**src/rtl/dlx_pkg.sv**
```systemverilog
// Shared DLX definitions: multiply/divide op encodings, sequencer states and
// the divide-by-zero result pattern.
package dlx_pkg;

  typedef enum logic [1:0] {
    OP_MULT  = 2'b00,
    OP_MULTU = 2'b01,
    OP_DIV   = 2'b10,
    OP_DIVU  = 2'b11
  } op_e;

  typedef enum logic [2:0] {
    IDLE = 3'd0,
    PREP = 3'd1,
    ITER = 3'd2,
    FIX  = 3'd3,
    DONE = 3'd4
  } state_e;

  localparam logic [31:0] DIV0_RESULT = '1;

  function automatic logic op_is_div(input op_e op);
    return (op == OP_DIV) || (op == OP_DIVU);
  endfunction

  function automatic logic op_is_signed(input op_e op);
    return (op == OP_MULT) || (op == OP_DIV);
  endfunction

endpackage

```
**src/rtl/muldiv_iter_core.sv**
```systemverilog
// One shift/add (multiply) or restoring shift/subtract (divide) step per
// step strobe on unsigned magnitudes; the sequencer handles signs.
module muldiv_iter_core #(
  parameter int unsigned WIDTH = 32
) (
  input  logic             clk,
  input  logic             reset,
  input  logic             load,
  input  logic             step,
  input  logic             is_div,
  input  logic [WIDTH-1:0] a_mag,
  input  logic [WIDTH-1:0] b_mag,
  output logic [WIDTH-1:0] res
);

  // acc: product accumulator or partial remainder.
  // opa: multiplicand (shifts left) or dividend shifting out / quotient shifting in.
  // opb: multiplier (shifts right) or fixed divisor.
  logic [WIDTH-1:0] acc_q, acc_d;
  logic [WIDTH-1:0] opa_q, opa_d;
  logic [WIDTH-1:0] opb_q, opb_d;
  logic [WIDTH:0]   rem_sh;
  logic [WIDTH+1:0] diff;

  always_comb begin
    acc_d  = acc_q;
    opa_d  = opa_q;
    opb_d  = opb_q;
    rem_sh = {acc_q, opa_q[WIDTH-1]};
    diff   = {1'b0, rem_sh} - {2'b00, opb_q};
    if (load) begin
      acc_d = '0;
      opa_d = a_mag;
      opb_d = b_mag;
    end else if (step) begin
      if (is_div) begin
        // Remainder stays below the divisor, so it always fits WIDTH bits.
        acc_d = diff[WIDTH+1] ? rem_sh[WIDTH-1:0] : diff[WIDTH-1:0];
        opa_d = {opa_q[WIDTH-2:0], ~diff[WIDTH+1]};
      end else begin
        if (opb_q[0]) acc_d = acc_q + opa_q;
        opa_d = opa_q << 1;
        opb_d = opb_q >> 1;
      end
    end
  end

  always_ff @(posedge clk) begin
    if (reset) begin
      acc_q <= '0;
      opa_q <= '0;
      opb_q <= '0;
    end else begin
      acc_q <= acc_d;
      opa_q <= opa_d;
      opb_q <= opb_d;
    end
  end

  assign res = is_div ? opa_q : acc_q;

endmodule

```
**src/rtl/muldiv_seq.sv**
```systemverilog
// Iterative mult/multu/div/divu sequencer with start/busy/done handshake,
// cancel (pipeline flush) and divide-by-zero detection.
module muldiv_seq
  import dlx_pkg::*;
#(
  parameter int unsigned WIDTH = 32,
  parameter int unsigned CNT_W = 5
) (
  input  logic             clk,
  input  logic             reset,
  input  logic             start,
  input  logic [1:0]       op,
  input  logic [WIDTH-1:0] a,
  input  logic [WIDTH-1:0] b,
  input  logic             cancel,
  output logic             busy,
  output logic             done,
  output logic [WIDTH-1:0] result,
  output logic             div_by_zero
);

  state_e           state_q, state_d;
  logic [CNT_W-1:0] cnt_q, cnt_d;
  op_e              op_q, op_d;
  logic [WIDTH-1:0] a_q, a_d;
  logic [WIDTH-1:0] b_q, b_d;
  logic             neg_q, neg_d;
  logic [WIDTH-1:0] result_q, result_d;
  logic             dbz_q, dbz_d;
  logic             busy_q, busy_d;
  logic             done_q, done_d;

  logic             core_load, core_step, is_div, is_signed;
  logic [WIDTH-1:0] a_mag, b_mag, core_res;

  assign is_div    = op_is_div(op_q);
  assign is_signed = op_is_signed(op_q);
  assign a_mag     = (is_signed && a_q[WIDTH-1]) ? ('0 - a_q) : a_q;
  assign b_mag     = (is_signed && b_q[WIDTH-1]) ? ('0 - b_q) : b_q;

  muldiv_iter_core #(
    .WIDTH(WIDTH)
  ) u_core (
    .clk   (clk),
    .reset (reset),
    .load  (core_load),
    .step  (core_step),
    .is_div(is_div),
    .a_mag (a_mag),
    .b_mag (b_mag),
    .res   (core_res)
  );

  always_comb begin
    state_d   = state_q;
    cnt_d     = cnt_q;
    op_d      = op_q;
    a_d       = a_q;
    b_d       = b_q;
    neg_d     = neg_q;
    result_d  = result_q;
    dbz_d     = dbz_q;
    core_load = 1'b0;
    core_step = 1'b0;
    // Cancel squashes any in-flight op before it can touch result/div_by_zero.
    if (cancel && (state_q != IDLE)) begin
      state_d = IDLE;
    end else begin
      case (state_q)
        IDLE: begin
          if (start && !cancel) begin
            state_d = PREP;
            op_d    = op_e'(op);
            a_d     = a;
            b_d     = b;
            dbz_d   = 1'b0;
          end
        end
        PREP: begin
          core_load = 1'b1;
          neg_d     = is_signed & (a_q[WIDTH-1] ^ b_q[WIDTH-1]);
          if (is_div && (b_q == '0)) begin
            state_d  = DONE;
            result_d = '1;
            dbz_d    = 1'b1;
          end else begin
            state_d = ITER;
            cnt_d   = CNT_W'(WIDTH - 1);
          end
        end
        ITER: begin
          core_step = 1'b1;
          if (cnt_q == '0) state_d = FIX;
          else             cnt_d   = cnt_q - 1'b1;
        end
        FIX: begin
          result_d = neg_q ? ('0 - core_res) : core_res;
          state_d  = DONE;
        end
        DONE:    state_d = IDLE;
        default: state_d = IDLE;
      endcase
    end
    busy_d = (state_d != IDLE);
    done_d = (state_d == DONE);
  end

  always_ff @(posedge clk) begin
    if (reset) begin
      state_q  <= IDLE;
      cnt_q    <= '0;
      op_q     <= OP_MULT;
      a_q      <= '0;
      b_q      <= '0;
      neg_q    <= 1'b0;
      result_q <= '0;
      dbz_q    <= 1'b0;
      busy_q   <= 1'b0;
      done_q   <= 1'b0;
    end else begin
      state_q  <= state_d;
      cnt_q    <= cnt_d;
      op_q     <= op_d;
      a_q      <= a_d;
      b_q      <= b_d;
      neg_q    <= neg_d;
      result_q <= result_d;
      dbz_q    <= dbz_d;
      busy_q   <= busy_d;
      done_q   <= done_d;
    end
  end

  assign busy        = busy_q;
  assign done        = done_q;
  assign result      = result_q;
  assign div_by_zero = dbz_q;

endmodule

```
**config.mk**
```make
export PLATFORM = sky130hd
export DESIGN_NAME = muldiv_seq
export DESIGN_NICKNAME = d
export VERILOG_FILES = /design/src/rtl/dlx_pkg.sv /design/src/rtl/muldiv_iter_core.sv /design/src/rtl/muldiv_seq.sv
export SDC_FILE = /design/constraint.sdc
export NUM_CORES = 1
export LEC_CHECK = 0
export BUFFER_PORTS_ARGS = -buffer_cell sky130_fd_sc_hd__buf_4
export CAP_MARGIN = 15
export CORE_MARGIN = 8
export CORE_UTILIZATION = 42
export CTS_CLUSTER_SIZE = 14
export DETAILED_ROUTE_END_ITERATION = 16
export MAX_ROUTING_LAYER = met4
export PLACE_DENSITY = 0.64
export SYNTH_ARGS = -nofsm -noshare
export SYNTH_HDL_FRONTEND = slang
export SYNTH_SLANG_ARGS = --single-unit
```
**constraint.sdc**
```tcl
create_clock -name clk -period 7.3 [get_ports clk]
set_input_delay 1.46 -clock clk [delete_from_list [all_inputs] [get_ports clk]]
set_output_delay 1.46 -clock clk [all_outputs]
set_load 0.05 [all_outputs]
```
==> results.ini <==
[setup_path]
arrival_ns=4.21
worstSetupPathType=flip-flop to flip-flop
max_stage_delay_ns=0.83
rr_worst_depth=9
critPathCaptureType=flip-flop
rr_endpoint=u_core.acc_q[4]
r2r_slack_ns=3.50
crit_fanout=24
cp_slowest_cell=o31a_1
worstPathCellList=ha_1 > a21oi_1 > o21ai_0 > a21o_1 > a31o_2 > a211oi_1 > o31a_1 > o311ai_0 > a22o_1
cp-start-kind=flip-flop
required_ns=7.71
r2r_start=u_core.acc_q[25]

[clock_tree]
postCtsSetupBuffers=0
clk_pin_slew_worst_paths_ns=0.06
cts_root_buf=clkbuf_16
cts_tree=built
clock_sinks=206
cts.hold.buffers_added=0
htreeDepth=1
clk_path_buf_depth=3
cts_resized=0
clk-insertion-delay-late_ns=0.55
cts_made_buffers=26

[synthesis]
yosysMostFrequentCell=nand2_1
synth_top_area_cell=dfxtp_1
ys_types=86
synth_edf_count=0
synth_top_area_share_pct=29.6
ys_ff_latch=206
synth_common_cells=344 x nand2_1, 206 x dfxtp_1, 182 x a21oi_1, 174 x nor2_1, 86 x o21ai_0
syn_area_sq_um=13900
synth_nets=1989
netlist_instances=1849
postSynthAreaPerCell_sq_um=7.53
synth-seq-area-share_pct=29.6
synthTopCellsByArea=dfxtp_1 30%, nand2_1 9.3%, a21oi_1 6.5%
synth-main-ff-cell=dfxtp_1
synthArstFlopShare_pct=0
yosys_warnings=0

[sta]
layout_min_cycle_time_ns=3.80
finalSetupViolations=0
fin_crit_sh_pct=52.0
fmax_mhz=263
fin_skew_ns=0.0277
finalWorstSetupSlack_ns=3.50
slew_viol_final=0
tns_ns=0
final_hold_viol_count=0
worstMarginPinSlew_ns=1.15
max-slew-margin-rel_pct=23.0
rsz0062_at_grt=false
worst_hold_slack_ns=0.476

[floorplan]
die_area_sq_um=39200
rows=66
ioPinCount=105
die_h_um=198
core_area_sq_um=32600
start_util_pct=42.7
fp.dieW_um=198

[global_route]
grt_pass1_wl_um=68100
grt_pass1_vias=12800
grt_max_degree=107
antenna_found_initial=0
gr-total-overflow=0
groute.usage.overall_pct=21.7

[power_and_ir_drop]
power_density_nw_per_um2=189
irDropWorstVdd_v=0.000149
p_leak_nw=6.40
p_comb_share_pct=17.2
seq_power_share_pct=40.4
internal_power_mw=2.11
clkPwrFrac_pct=42.4
p_sw_share_pct=29.4
p_sw_mw=0.881

[layout]
nFillCells=3320
insertedDiodeCount=0
finalNonFillerCells=2355
drive_gt1_share_pct=11.3
multiInputGateArea_sq_um=9150
register_area_sq_um=4130
syn2layout_area_growth_pct=13.8
nNetsFinal=2033
postLayoutCoreUtil_pct=48.6

[placed_design]
place_ws_ns=3.42
numPortBuffers=104
dp_hpwl_um=31900
dp_cells=2305
routabilityCongestion=0.969

[job]
maxCapViolations=0

[outcome]
status=complete, no violations

[routing]
drc=0
ant_nets=0
num_vias=13300
first_pass_iters=7
wire_per_inst_um=18.0
vias_per_cell=5.66
wl_um=42400
drtIter0Drc=1089

[worst_hold_path]
hold_path.class=flip-flop to flip-flop
worstHoldStart=a_q[21]
min_path_cells=2
whs_endpoint=a_q[21]

-- layout make-up --
type	instances	share of cell area, %
Multi-Input combinational cell	1474	57.7
Tap cell	442	3.49
Sequential cell	206	26.1
Clock inverter	11	0.679
Clock buffer	37	4.68
Timing Repair Buffer	117	5.75
Inverter	68	1.61
-- how the worst max path moves through the flow --
stage	startpoint	slack [ns]	to	cells after the start
final	u_core.acc_q[25]	3.50	u_core.acc_q[4]	9
after global routing	u_core.acc_q[5]	3.14	u_core.opa_q[0]	10
after CTS	u_core.acc_q[25]	3.50	u_core.acc_q[4]	9
after detailed placement	reset	3.42	u_core.acc_q[13]	5
after global placement	reset	3.48	u_core.acc_q[1]	5
after floorplan	op_q[1]	3.53	result[30]	16
-- flip-flops by register name (all words and copies together) (netlist names) --
register and cells:
a_q 32, done 1, busy 1, cnt_q 5
u_core.acc_q 32, neg_q 1, u_core.opa_q 32, state_q 3
result 32, op_q 2, b_q 32, u_core.opb_q 32
div_by_zero 1
-- critical path: cells and delay by family, from the launching register on --
kind	cells	cell delay (ns)
adders and majority gates	1	0.35
DFF	1	0.52
AOI/OAI and AO/OA	8	2.79
-- cells in the final DEF (no fill, tap or decap), types with 8 or more instances in the layout --
cell type / n
a22oi_1: 8
nor2_1: 173
a21oi_1: 182
a311oi_1: 51
buf_4: 115
o221a_2: 13
nand2_1: 343
o21a_1: 8
nor4_1: 12
nand3_1: 20
clkbuf_16: 26
o21ai_0: 86
nand2b_1: 10
o41ai_1: 9
dfxtp_1: 205
o31ai_1: 11
o21bai_1: 9
xnor2_1: 85
nor2b_1: 8
a21o_1: 38
inv_1: 68
a31oi_1: 20
mux2i_1: 34
xor2_1: 58
o211ai_1: 9
ha_1: 68
o22ai_1: 8
nor3_1: 45
and3_1: 10
a211oi_1: 39
-- per-layer routing --
metal / up-vias / track usage (%) / routed length (um) / share of wire, %
li1: 6668 / - / - / -
met1: 6194 / 29.7 / 20300 / 48
met2: 372 / 32.5 / 18300 / 43
met3: 89 / 2.68 / 2360 / 5.6
met4: 0 / 7.58 / 1430 / 3.4
met5: - / - / 0 / 0
-- logic make-up (layout without fill, tap and decap cells) --
family / Yosys count / in the layout / share of synthesized area (%)
compound gates: 540 / 540 / 25.6
xor+xnor: 143 / 143 / 9.00
fa+ha+maj: 70 / 70 / 6.40
buf+inv: 169 / 233 / 4.78
flops: 206 / 206 / 29.6
mux: 41 / 41 / 3.09
simple gates: 680 / 680 / 21.4
-- power groups by stage --
stage               sequential, mW  combinational [mW]  clock (mW)
floorplan                     1.21               0.383           0
global placement              1.23               0.502           0
detailed placement            1.23               0.506           0
CTS                           1.21               0.509        1.29
global route                  1.21               0.570        1.33
finish                        1.21               0.515        1.27
-- per-stage QoR --
| stage | power, mW | instance area, sq um |
|---|---|---|
| floorplan | 1.60 | 13900 |
| global placement | 1.73 | 14900 |
| detailed placement | 1.74 | 14900 |
| CTS | 3.00 | 15800 |
| global route | 3.11 | 15800 |
| finish | 2.99 | 15800 |
No activity file was read; power rests on OpenSTA's default activity.
